$ cat src/rtl/qam_carrier_scheduler.sv
// Carrier LUT sequencer for the QAM modulator: buffers 16-QAM symbols, paces the
// sine/cosine LUT so each symbol spans SPS samples, and emits Gray-decoded I/Q levels.
module qam_carrier_scheduler #(
  parameter int SPS        = 1020,
  parameter int DIV        = 1,
  parameter int FIFO_DEPTH = 4
) (
  input  logic       clk,
  input  logic       rst,
  input  logic       tx_en,
  input  logic [3:0] sym_data,
  input  logic       sym_valid,
  output logic       sym_ready,
  output logic       lut_rst,
  output logic       lut_en,
  output logic [2:0] i_level,
  output logic [2:0] q_level,
  output logic       sym_strobe,
  output logic       busy,
  output logic       underrun
);

  localparam int AW = $clog2(FIFO_DEPTH);
  localparam logic [AW:0] FULL_CNT  = (AW+1)'(FIFO_DEPTH);
  localparam logic [11:0] SPS_LAST  = 12'(SPS - 1);
  localparam logic [7:0]  DIV_LAST  = 8'(DIV - 1);

  typedef enum logic [1:0] {IDLE, PRIME, RUN} state_t;

  state_t          state_reg, state_next;
  logic [3:0]      fifo_mem [FIFO_DEPTH];
  logic [AW-1:0]   wr_ptr_reg, rd_ptr_reg;
  logic [AW:0]     count_reg;
  logic [7:0]      div_cnt_reg;
  logic [11:0]     sample_cnt_reg;
  logic [2:0]      i_level_reg, q_level_reg;
  logic            strobe_reg, underrun_reg;
  logic            push, pop, tick, last_sample, fifo_empty, set_underrun;

  function automatic logic [2:0] gray_level(input logic [1:0] g);
    case (g)
      2'b00:   return 3'b101;
      2'b01:   return 3'b111;
      2'b11:   return 3'b001;
      default: return 3'b011;
    endcase
  endfunction

  assign fifo_empty  = (count_reg == '0);
  assign sym_ready   = (count_reg != FULL_CNT);
  assign push        = sym_valid && sym_ready;
  assign tick        = (state_reg == RUN) && (div_cnt_reg == 8'd0);
  assign last_sample = (sample_cnt_reg == SPS_LAST);
  assign pop         = tick && (sample_cnt_reg == 12'd0);

  always_comb begin
    state_next   = state_reg;
    set_underrun = 1'b0;
    case (state_reg)
      IDLE:  if (tx_en && !fifo_empty) state_next = PRIME;
      PRIME: state_next = RUN;
      RUN: begin
        // Boundary decision is taken on the final tick, so a symbol is never cut short.
        if (tick && last_sample) begin
          if (!tx_en) begin
            state_next = IDLE;
          end else if (fifo_empty) begin
            state_next   = IDLE;
            set_underrun = 1'b1;
          end
        end
      end
      default: state_next = IDLE;
    endcase
  end

  // Storage array kept free of reset so it maps onto plain RAM.
  always_ff @(posedge clk) begin
    if (push) fifo_mem[wr_ptr_reg] <= sym_data;
  end

  always_ff @(posedge clk) begin
    if (!rst) begin
      state_reg      <= IDLE;
      wr_ptr_reg     <= '0;
      rd_ptr_reg     <= '0;
      count_reg      <= '0;
      div_cnt_reg    <= '0;
      sample_cnt_reg <= '0;
      i_level_reg    <= '0;
      q_level_reg    <= '0;
      strobe_reg     <= 1'b0;
      underrun_reg   <= 1'b0;
    end else begin
      state_reg <= state_next;
      if (push) wr_ptr_reg <= wr_ptr_reg + 1'b1;
      if (pop)  rd_ptr_reg <= rd_ptr_reg + 1'b1;
      case ({push, pop})
        2'b10:   count_reg <= count_reg + 1'b1;
        2'b01:   count_reg <= count_reg - 1'b1;
        default: count_reg <= count_reg;
      endcase

      if (state_reg == RUN)
        div_cnt_reg <= (div_cnt_reg == DIV_LAST) ? 8'd0 : div_cnt_reg + 8'd1;
      else
        div_cnt_reg <= 8'd0;

      if (tick)
        sample_cnt_reg <= last_sample ? 12'd0 : sample_cnt_reg + 12'd1;
      else if (state_reg != RUN)
        sample_cnt_reg <= 12'd0;

      // Levels update on the same edge the LUT captures sample 0.
      if (state_next == IDLE) begin
        i_level_reg <= 3'b000;
        q_level_reg <= 3'b000;
      end else if (pop) begin
        i_level_reg <= gray_level(fifo_mem[rd_ptr_reg][3:2]);
        q_level_reg <= gray_level(fifo_mem[rd_ptr_reg][1:0]);
      end

      strobe_reg <= pop;

      if (state_reg == PRIME)
        underrun_reg <= 1'b0;
      else if (set_underrun)
        underrun_reg <= 1'b1;
    end
  end

  assign lut_rst    = (state_reg == IDLE);
  assign lut_en     = tick;
  assign i_level    = i_level_reg;
  assign q_level    = q_level_reg;
  assign sym_strobe = strobe_reg;
  assign busy       = (state_reg != IDLE);
  assign underrun   = underrun_reg;

endmodule
$ cat config.mk
export PLATFORM = sky130hd
export DESIGN_NAME = qam_carrier_scheduler
export DESIGN_NICKNAME = d
export VERILOG_FILES = /design/src/rtl/qam_carrier_scheduler.sv
export SDC_FILE = /design/constraint.sdc
export NUM_CORES = 1
export LEC_CHECK = 0
export CORE_MARGIN = 10
export CORE_UTILIZATION = 60
export CTS_CLUSTER_SIZE = 8
export DETAILED_ROUTE_END_ITERATION = 10
export PLACE_DENSITY = 0.93
export RECOVER_POWER = 100
export SLEW_MARGIN = 20
export SYNTH_ARGS = -nofsm -noshare
export SYNTH_HDL_FRONTEND = slang
export SYNTH_SLANG_ARGS = --single-unit
$ cat constraint.sdc
create_clock -name clk -period 6.4 [get_ports clk]
set_clock_uncertainty 0.05 [all_clocks]
set_input_delay 1.28 -clock clk [delete_from_list [all_inputs] [get_ports clk]]
set_output_delay 1.28 -clock clk [all_outputs]
set_load 0.01 [all_outputs]
==> results.md <==
* Critical Path Source Type: flop
* Layout Area Growth over Synthesis at 11.3%
* Port Buf Inserts at 19
* Skew-Pair Late Insertion Delay at 0.31 ns
* Die footprint at 7230 sq um
* Tcrit/Tclk final at 0.539
* Row count at 23
* FF-to-FF setup slack at 3.23 ns
* Worst hold path class: reg2reg
* Minimum clock period at 3.45 ns
* Share of cells above drive strength 1 at 0.0491
* Gr usage total at 0.144
* FF+latch count, synth at 54
* Dpl hpwl at 3.69 mm
* M1 WL at 2.32 mm
* CTS clk-pin slew, worst paths at 0.09 ns
* CTS tree: done
* Sw Share at 0.266
* Worst IR drop on VDD at 0.000166 V
* Largest net degree at the start of global routing at 18
* Max reg flops at 16
* P_sw at 0.000178 W
* Worst Path Max Fanout at 5
* DR WL/cell at 16.2 microns
* Terminus of the critical flop-to-flop path: count_reg[2]$_SDFFE_PN0P_
* Sequential fraction of the synthesis area at 0.490
* Post-synth EDFFs at 16
* Critical path class: reg2out
* Status: finished, final reports clean
* DR WL met3 at 314 microns
* Nets at 286
* Sequential Power Share at 0.573
* Leakage at 1.05 nW
* Hold Fails Final Rpt at 0
* DR WL met2 at 2.39 mm
* Worst Tran Pin Value at 1.11 ns
* Internal at 0.000490 W
* Crit path arrival time at 2.12 ns
* Die H at 85 microns
* Total of max-cap violations at 0
* Worst hold stages at 1
* DR vias at 1931
* Yosys cell types at 48
* Critical path's slowest cell: dlygate4sd3_1
* CTS root buffer: clkbuf_8
* Post-CTS Resized at 0
* Final number of max-transition violations at 0
* Synth warn at 0
* Initial DRT Pass Iterations at 5
* Vias in the first global route at 1912
* First-pass GRT wire length at 8.74 mm
* # setup viols final at 0
* Setup repair bufs after CTS at 0
* Initial antenna violation count at 0
* CTS Hold Bufs at 0
* FMAX at 290 MHz
* Fillers at 277
* Worst Hold Launch: div_cnt_reg[0]$_SDFF_PP0_
* Top Ports at 20
* Routed wire length at 5.11 mm
* Core ar. at 4060 sq um
* Via density at 6.13
* CTS Sinks at 54
* Final ANT Viol Nets at 0
* Pwr per Cell Area at 237 nW/um^2
* Cell area after synthesis at 2530 sq um
* 1st-iter DRT viols at 176
* Die X at 85 microns
* Sink of the worst hold path: div_cnt_reg[0]$_SDFF_PP0_
* Clock buffer count from CTS at 5
* Syn Nets at 270
* FF-to-FF Start: div_cnt_reg[0]$_SDFF_PP0_
* CP Capture Type: output port
* Initial cell density of the core at 0.625
* Commonest non-fill, non-tap cell in the layout: dfxtp_1
* Placed standard-cell area at 2740 sq um
* CTS H-tree depth at 2
* Clock Tree Buf Depth at 2
* Crit path max-delay family: buffers and inverters
* Crit. path cell count at 5
* DRC Markers at 0
* RD Place Congestion at 0.872
* R2R cell count at 11
* Total gr overflow at 0
* RSZ-0062 raised after global routing: no
* Setup TNS at 0 ns
* Ant. Diodes at 0
* Most frequent cells in the layout: dfxtp_1 (38), dlygate4sd3_1 (19), nor2_1 (18), inv_1 (18)
* Clock power frac at 0.279
* Gate Count Post-Synth at 248
* CP Data Required Time at 5.07 ns
* Syn Area/Cell at 10.2 sq um
* Slew HR at 0.251
* Ys flop type: dfxtp_1
* CP max stage delay at 0.61 ns
* WHS at 0.423 ns
* Top sig layer: met4
* Crit-path cells: inv_1, ha_1, nor3b_1, and3_1, dlygate4sd3_1
* Async S/R FF share, synth at 0
* Number of buffers and inverters on the critical path at 2
* Combinational Power Share at 0.147
* Fin area at 2820 sq um
worst max-delay path by stage:
stage	endpoint	startpoint
floorplan	count_reg[2]$_SDFFE_PN0P_	sym_valid
global placement	count_reg[2]$_SDFFE_PN0P_	sym_valid
detailed placement	count_reg[2]$_SDFFE_PN0P_	sym_valid
CTS	lut_en	div_cnt_reg[0]$_SDFF_PP0_
global route	lut_en	div_cnt_reg[0]$_SDFF_PP0_
finish	lut_en	div_cnt_reg[0]$_SDFF_PP0_
Yosys cell counts (all sizes together) (8+ instances only):
library cell | n | area (sq um)
a21oi | 16 | 80.1
and3 | 10 | 62.6
dfxtp | 38 | 761
edfxtp | 16 | 480
ha | 13 | 163
inv | 18 | 67.6
nand2 | 15 | 56.3
nand3 | 12 | 60.1
nand4 | 8 | 50.1
nor2 | 18 | 67.6
o21ai | 8 | 40.0
cell families (layout without fill, tap and decap cells):
logic type               Yosys count  in the layout  share of synthesized area
AND/OR/NAND/NOR                   91             91                      0.201
buffers and inverters             29             46                     0.0464
adder cells (fa/ha/maj)           14             14                     0.0721
flip-flops                        54             54                      0.490
AO/OA/AOI/OAI                     44             44                      0.114
XOR/XNOR                          12             12                     0.0415
multiplexers                       4              4                     0.0355
final cells by class:
cell class	instances	area, sq um	share of cell area
multi-input cells	165	1170	0.414
flip-flops and latches	54	1240	0.440
inverters	19	71.3	0.0253
clock inverters	2	13.8	0.00488
well taps	50	62.6	0.0222
clock buffers	6	72.6	0.0257
repair buffers	19	190	0.0674
stage by stage:
stage / cells / util / setup slack [ns] / power (W)
global route: 315 / 0.695 / 2.79 / 0.000700
global placement: 307 / 0.676 / 3.12 / 0.000485
floorplan: 248 / - / 3.63 / 0.000455
detailed placement: 307 / 0.676 / 3.00 / 0.000493
finish: 315 / 0.695 / 2.95 / 0.000668
CTS: 315 / 0.697 / 3.02 / 0.000675
worst register-to-register path: stages, from the launching register on:
cell and delay [ns]:
dfxtp_1 0.35, inv_1 0.06, ha_1 0.13, nor3b_1 0.43, nand2_1 0.36, nor2_1 0.38, ha_1 0.25, inv_1 0.06
fa_1 0.37, xor2_1 0.17, or3_1 0.32, a21oi_1 0.16
per-layer routing:
| layer | vias up | GRT usage |
|---|---|---|
| met2 | 73 | 0.230 |
| met3 | 8 | 0.0411 |
| met5 | - | 0 |
| met4 | 0 | 0.0569 |
| met1 | 923 | 0.177 |
| li1 | 927 | - |
power groups by stage:
stage	Clock [W]	Combinational [W]	Sequential, W
3_5_place_dp	0	0.000102	0.000391
3_3_place_gp	0	0.0000953	0.000390
2_1_floorplan	0	0.0000668	0.000388
4_1_cts	0.000188	0.000103	0.000383
6_report	0.000187	0.0000982	0.000383
5_1_grt	0.000204	0.000111	0.000385
No activity file was read; power rests on OpenSTA's default activity.
